**config.mk**
```make
export PLATFORM = sky130hd
export DESIGN_NAME = sfifo_rd_arbiter
export DESIGN_NICKNAME = d
export VERILOG_FILES = /design/src/rtl/sfifo_rd_arbiter.sv
export SDC_FILE = /design/constraint.sdc
export NUM_CORES = 1
export LEC_CHECK = 0
export BUFFER_PORTS_ARGS = -buffer_cell sky130_fd_sc_hd__buf_2
export CAP_MARGIN = 20
export CORE_MARGIN = 5
export CORE_UTILIZATION = 38
export DETAILED_ROUTE_END_ITERATION = 7
export PLACE_DENSITY = 0.67
export SYNTH_ARGS = -nofsm -noshare
export SYNTH_HDL_FRONTEND = slang
export SYNTH_SLANG_ARGS = --single-unit
```
**constraint.sdc**
```tcl
create_clock -name clk -period 1.7 [get_ports clk]
set_input_delay 0.34 -clock clk [delete_from_list [all_inputs] [get_ports clk]]
set_output_delay 0.34 -clock clk [all_outputs]
set_load 0.005 [all_outputs]
```
**src/rtl/sfifo_rd_arbiter.sv**
```systemverilog
// sfifo_rd_arbiter: round-robin sharing of one synchronous-FIFO read port among NumReq consumers.
// Optional macro SFIFO_ARB_BURST_EN lets one grant cover up to MaxBurst reads (default: one read per grant).

module sfifo_rd_arbiter #(
    parameter int unsigned NumReq    = 4,
    parameter int unsigned DataWidth = 8,
    parameter int unsigned MaxBurst  = 4
) (
    input  logic                 clk,
    input  logic                 reset,
    input  logic [NumReq-1:0]    ReqVec,
    input  logic                 FIFOEmpty,
    input  logic [DataWidth-1:0] FIFORdData,
    output logic                 FIFORdReq,
    output logic [NumReq-1:0]    GntVec,
    output logic [NumReq-1:0]    RdValid,
    output logic [DataWidth-1:0] RdData,
    output logic                 Busy
);

    localparam int unsigned     IdxW     = (NumReq > 1) ? $clog2(NumReq) : 1;
    localparam logic [IdxW-1:0] LastInit = IdxW'(NumReq - 1);

    typedef enum logic {
        ST_IDLE  = 1'b0,
        ST_GRANT = 1'b1
    } state_e;

    state_e            state_q;
    logic [NumReq-1:0] gnt_q;
    logic [NumReq-1:0] rd_valid_q;
    logic [IdxW-1:0]   gidx_q;
    logic [IdxW-1:0]   last_q;
    logic [IdxW-1:0]   rr_cand;
    logic [IdxW-1:0]   pick_idx;
    logic              start_grant;
    logic              gnt_req;
    logic              accept;
    logic              burst_done;
    logic              grant_end;

    if (NumReq < 2 || MaxBurst < 1) begin : g_param_check
        $error("sfifo_rd_arbiter: NumReq must be >= 2 and MaxBurst >= 1");
    end

    // Round-robin pick: scan offsets from the far end down so the nearest requester above last_q wins.
    always_comb begin
        pick_idx = '0;
        rr_cand  = '0;
        for (int unsigned k = NumReq; k > 0; k--) begin
            rr_cand = IdxW'((32'(last_q) + k) % NumReq);
            if (ReqVec[rr_cand]) begin
                pick_idx = rr_cand;
            end
        end
    end

    assign gnt_req     = |(gnt_q & ReqVec);
    assign accept      = gnt_req && !FIFOEmpty;
    assign start_grant = (state_q == ST_IDLE) && (|ReqVec) && !FIFOEmpty;
    assign grant_end   = !gnt_req || FIFOEmpty || (accept && burst_done);

`ifdef SFIFO_ARB_BURST_EN
    localparam int unsigned CntW = $clog2(MaxBurst) + 1;

    logic [CntW-1:0] cnt_q;

    // Reads accepted under the current grant; saturates at MaxBurst because the grant ends there.
    always_ff @(posedge clk or posedge reset) begin
        if (reset) begin
            cnt_q <= '0;
        end else if (start_grant) begin
            cnt_q <= '0;
        end else if (accept) begin
            cnt_q <= cnt_q + CntW'(1);
        end
    end

    assign burst_done = (cnt_q == CntW'(MaxBurst - 1));
`else
    assign burst_done = 1'b1;
`endif

    // Arbitration FSM with registered grant and read-valid outputs.
    always_ff @(posedge clk or posedge reset) begin
        if (reset) begin
            state_q    <= ST_IDLE;
            gnt_q      <= '0;
            gidx_q     <= '0;
            last_q     <= LastInit;
            rd_valid_q <= '0;
        end else begin
            rd_valid_q <= accept ? gnt_q : '0;
            case (state_q)
                ST_IDLE: begin
                    if (start_grant) begin
                        state_q <= ST_GRANT;
                        gnt_q   <= NumReq'(1) << pick_idx;
                        gidx_q  <= pick_idx;
                    end
                end
                ST_GRANT: begin
                    if (grant_end) begin
                        state_q <= ST_IDLE;
                        gnt_q   <= '0;
                        last_q  <= gidx_q;
                    end
                end
                default: begin
                    state_q <= ST_IDLE;
                    gnt_q   <= '0;
                end
            endcase
        end
    end

    assign FIFORdReq = accept;
    assign GntVec    = gnt_q;
    assign RdValid   = rd_valid_q;
    assign RdData    = FIFORdData;
    assign Busy      = (state_q == ST_GRANT);

endmodule

```
==> run_summary.xml <==
<?xml version="1.0" encoding="UTF-8"?>
<metrics>
  <group name="timing">
    <metric name="fin_worst_skew" unit="ns">0.000461</metric>
    <metric name="fin_tns_setup" unit="ns">0</metric>
    <metric name="rsz_0062_raised_after_global_routing" unit="">false</metric>
    <metric name="maxSlewViolCount" unit="">0</metric>
    <metric name="worst_pin_slew" unit="ns">0.480</metric>
    <metric name="max_slew_headroom_at_the_worst_pin" unit="%">68.0</metric>
    <metric name="post-route-min-period" unit="ns">1.57</metric>
    <metric name="max_freq" unit="MHz">636</metric>
    <metric name="setup_viol_count_final" unit="">0</metric>
    <metric name="final-hold-violation-count" unit="">0</metric>
    <metric name="finalCritPeriodShare" unit="%">92.5</metric>
  </group>
  <group name="grt">
    <metric name="grt_util_all_layers" unit="%">10.8</metric>
    <metric name="met2_usage" unit="%">17.6</metric>
    <metric name="wire_length_of_the_first_global_routing_pass" unit="µm">2180</metric>
    <metric name="groute.layer.met3.usage" unit="%">6.02</metric>
    <metric name="antenna_violations_before_repair" unit="">0</metric>
    <metric name="grt_busiest_layer" unit="">met2</metric>
    <metric name="grt_max_degree" unit="">14</metric>
    <metric name="gr-total-overflow" unit="">0</metric>
    <metric name="first_global_vias" unit="">496</metric>
    <metric name="globalRouteMet1Util" unit="%">11.7</metric>
  </group>
  <group name="synthesis">
    <metric name="synth_top_cells_by_area" unit="">dfrtp_1 41%, buf_4 9.0%, dfstp_2 7.9%, a32o_1 6.0%, and2_1 3.7%</metric>
    <metric name="synth_most_common_cell" unit="">dfrtp_1</metric>
    <metric name="yosys.area.top_type" unit="">dfrtp_1</metric>
    <metric name="synth-seq-area-share" unit="%">49.0</metric>
    <metric name="post_synthesis_instance_total" unit="">58</metric>
    <metric name="asyncSetResetFlopFracSynth" unit="%">100</metric>
    <metric name="synth_area_per_cell" unit="µm²">11.5</metric>
    <metric name="synth_top_flop_cell" unit="">dfrtp_1</metric>
    <metric name="ys_warn_count" unit="">0</metric>
    <metric name="synthDominantCellAreaShare" unit="%">41.1</metric>
    <metric name="ys_types" unit="">26</metric>
    <metric name="synth_fp_nets" unit="">73</metric>
    <metric name="synth.cell_area" unit="µm²">669</metric>
    <metric name="synth_enable_flop_cells" unit="">0</metric>
    <metric name="ys_top_cells_by_count" unit="">11 x dfrtp_1, 8 x buf_4, 4 x a32o_1, 4 x and2_1, 3 x a21oi_1</metric>
    <metric name="postSynthRegisterBits" unit="">13</metric>
  </group>
  <group name="clocking">
    <metric name="cts_tree" unit="">yes</metric>
    <metric name="clk_lat_worst_skew" unit="ns">0.27</metric>
    <metric name="clk_buf_depth" unit="">2</metric>
    <metric name="root_buffer" unit="">clkbuf_4</metric>
    <metric name="cts-htree-levels" unit="">1</metric>
    <metric name="cts_post_setup_buffers_inserted" unit="">0</metric>
    <metric name="cts.sink_count" unit="">13</metric>
    <metric name="cts_made_buffers" unit="">3</metric>
    <metric name="path_clk_slew" unit="ns">0.07</metric>
    <metric name="cts_resized" unit="">0</metric>
    <metric name="cts_hold_buffers" unit="">0</metric>
  </group>
  <group name="status">
    <metric name="outcome" unit="">finished clean</metric>
  </group>
  <group name="floorplan">
    <metric name="ios" unit="">33</metric>
    <metric name="row_count" unit="">15</metric>
    <metric name="die_w" unit="µm">52.0</metric>
    <metric name="fp.coreArea" unit="µm²">1710</metric>
    <metric name="total_die_area" unit="µm²">2700</metric>
    <metric name="floorplan.die.height" unit="µm">52.0</metric>
    <metric name="initial_standard_cell_utilization_of_the_core" unit="%">39.2</metric>
  </group>
  <group name="route">
    <metric name="post-route-drc-count" unit="">0</metric>
    <metric name="wirelength" unit="µm">1330</metric>
    <metric name="detailedRoute.firstPassIterationCount" unit="">4</metric>
    <metric name="initialDrtViolationCount" unit="">15</metric>
    <metric name="remaining_antenna_violation_count" unit="">0</metric>
    <metric name="wirelength_per_cell" unit="µm">14.2</metric>
    <metric name="route.vias.total" unit="">501</metric>
    <metric name="drt-vias-per-instance" unit="">5.33</metric>
  </group>
  <group name="power">
    <metric name="peakVddDrop" unit="µV">718</metric>
    <metric name="power.leakage" unit="µW">0.000352</metric>
    <metric name="power.density_cell_area" unit="nW/µm²">1250</metric>
  </group>
  <group name="min_path">
    <metric name="holdCritPathClass" unit="">in2async</metric>
  </group>
  <group name="placement">
    <metric name="place.detailed.hpwl" unit="µm">993</metric>
    <metric name="port_buffers" unit="">16</metric>
    <metric name="place_congestion" unit="">0.758</metric>
  </group>
  <group name="run">
    <metric name="maxCapViolCount" unit="">0</metric>
  </group>
  <group name="final_layout">
    <metric name="sequential_cell_area" unit="µm²">328</metric>
    <metric name="post-route-util" unit="%">43.4</metric>
    <metric name="final_net_count" unit="">85</metric>
    <metric name="multiInputGateArea" unit="µm²">269</metric>
    <metric name="filler_cell_count" unit="">166</metric>
    <metric name="diodes" unit="">0</metric>
    <metric name="synthToLayoutAreaGrowth" unit="%">10.8</metric>
    <metric name="post_route_cells_drive_above_1_share" unit="%">40.6</metric>
  </group>
  <group name="critical_path">
    <metric name="worst_path_largest_cell_delay" unit="ns">0.39</metric>
    <metric name="worst-endpoint-required" unit="ns">1.36</metric>
    <metric name="critical-path-slowest-cell" unit="">dfrtp_1</metric>
    <metric name="worst_ep_arrival_time" unit="ns">1.23</metric>
    <metric name="cp_cell_sequence" unit="">a22oi_1, a21oi_1, buf_2</metric>
    <metric name="critical_path.max_fanout" unit="">5</metric>
    <metric name="path_class" unit="">reg2out</metric>
    <metric name="start_kind" unit="">flop</metric>
    <metric name="end_kind" unit="">output port</metric>
  </group>
</metrics>
[stage by stage]
step / instance area [µm²] / total power, µW / std cells / worst slack, ns / hold slack, ns
floorplan: 669 / 668 / 58 / 0.339 / 0.216
detailed placement: 716 / 744 / 90 / 0.267 / 0.378
global route: 742 / 992 / 94 / 0.00408 / 0.120
CTS: 742 / 937 / 94 / 0.100 / 0.0816
global placement: 716 / 736 / 90 / 0.253 / 0.375
finish: 742 / 928 / 94 / 0.127 / 0.0681
[flip-flops by register name, summed over array words and instances (netlist names)]
signal	cells
GntVec	4
Busy	1
last_q	2
gidx_q	2
RdValid	4
[where the power goes]
| part | switching [µW] | internal [µW] |
|---|---|---|
| clock | 95.4 | 91.1 |
| sequential | 78.5 | 397 |
| combinational | 124 | 142 |
[worst max-delay path: cells and delay by family, from the launching register on]
| family | cells | cell delay [ns] |
|---|---|---|
| buffers and inverters | 1 | 0.18 |
| AOI/OAI and AO/OA | 2 | 0.39 |
| DFF | 1 | 0.39 |
[logic make-up after synthesis]
group / synth area share, %
buffers and inverters: 10.8
DFF: 49.0
muxes: 7.10
AOI/OAI and AO/OA: 18.7
and+or+nand+nor: 14.4
[final timing paths]
path / startpoint / end / slack [ns] / cells after the start
worst max-delay path: GntVec[3] / FIFORdReq / 0.13 / 3
worst min-delay path: reset / RdValid[1] / 0.07 / 2
worst max register to register: last_q[0] / gidx_q[1] / 0.27 / 4
worst min register to register: gidx_q[0] / last_q[0] / 0.51 / 1
max in group asynchronous: reset / last_q[0] / 1.28 / 2
min in group clk: FIFOEmpty / Busy / 0.31 / 2
[cells in the final DEF, fill, tap and decap left out, drive strengths merged]
cell type | Yosys | layout
mux2 | 3 | 3
o221a | 1 | 1
clkbuf | 1 | 4
mux2i | 1 | 1
nor4 | 1 | 1
a211o | 1 | 1
nor3 | 1 | 1
and2 | 4 | 4
nor2 | 3 | 3
a21oi | 4 | 4
a32o | 4 | 4
o21ai | 2 | 2
nand2 | 2 | 2
dfstp | 2 | 2
nand2b | 1 | 1
inv | 2 | 2
o221ai | 1 | 1
and2b | 1 | 1
nor3b | 1 | 1
a211oi | 1 | 1
buf | 8 | 16
dfrtp | 11 | 11
a22oi | 2 | 2
[layout make-up]
type                            instances  area share (%)
Timing Repair Buffer                   16            10.8
Clock buffer                            4            3.54
Multi-Input combinational cell         34            36.3
Tap cell                               25            4.22
Sequential cell                        13            44.2
Inverter                                2            1.01
[layer usage]
metal,vias to the layer above,wire (µm)
li1,228,-
met1,241,516
met2,28,639
met3,4,169
met4,0,8
met5,-,0
Power figures use the tool's default switching activity.
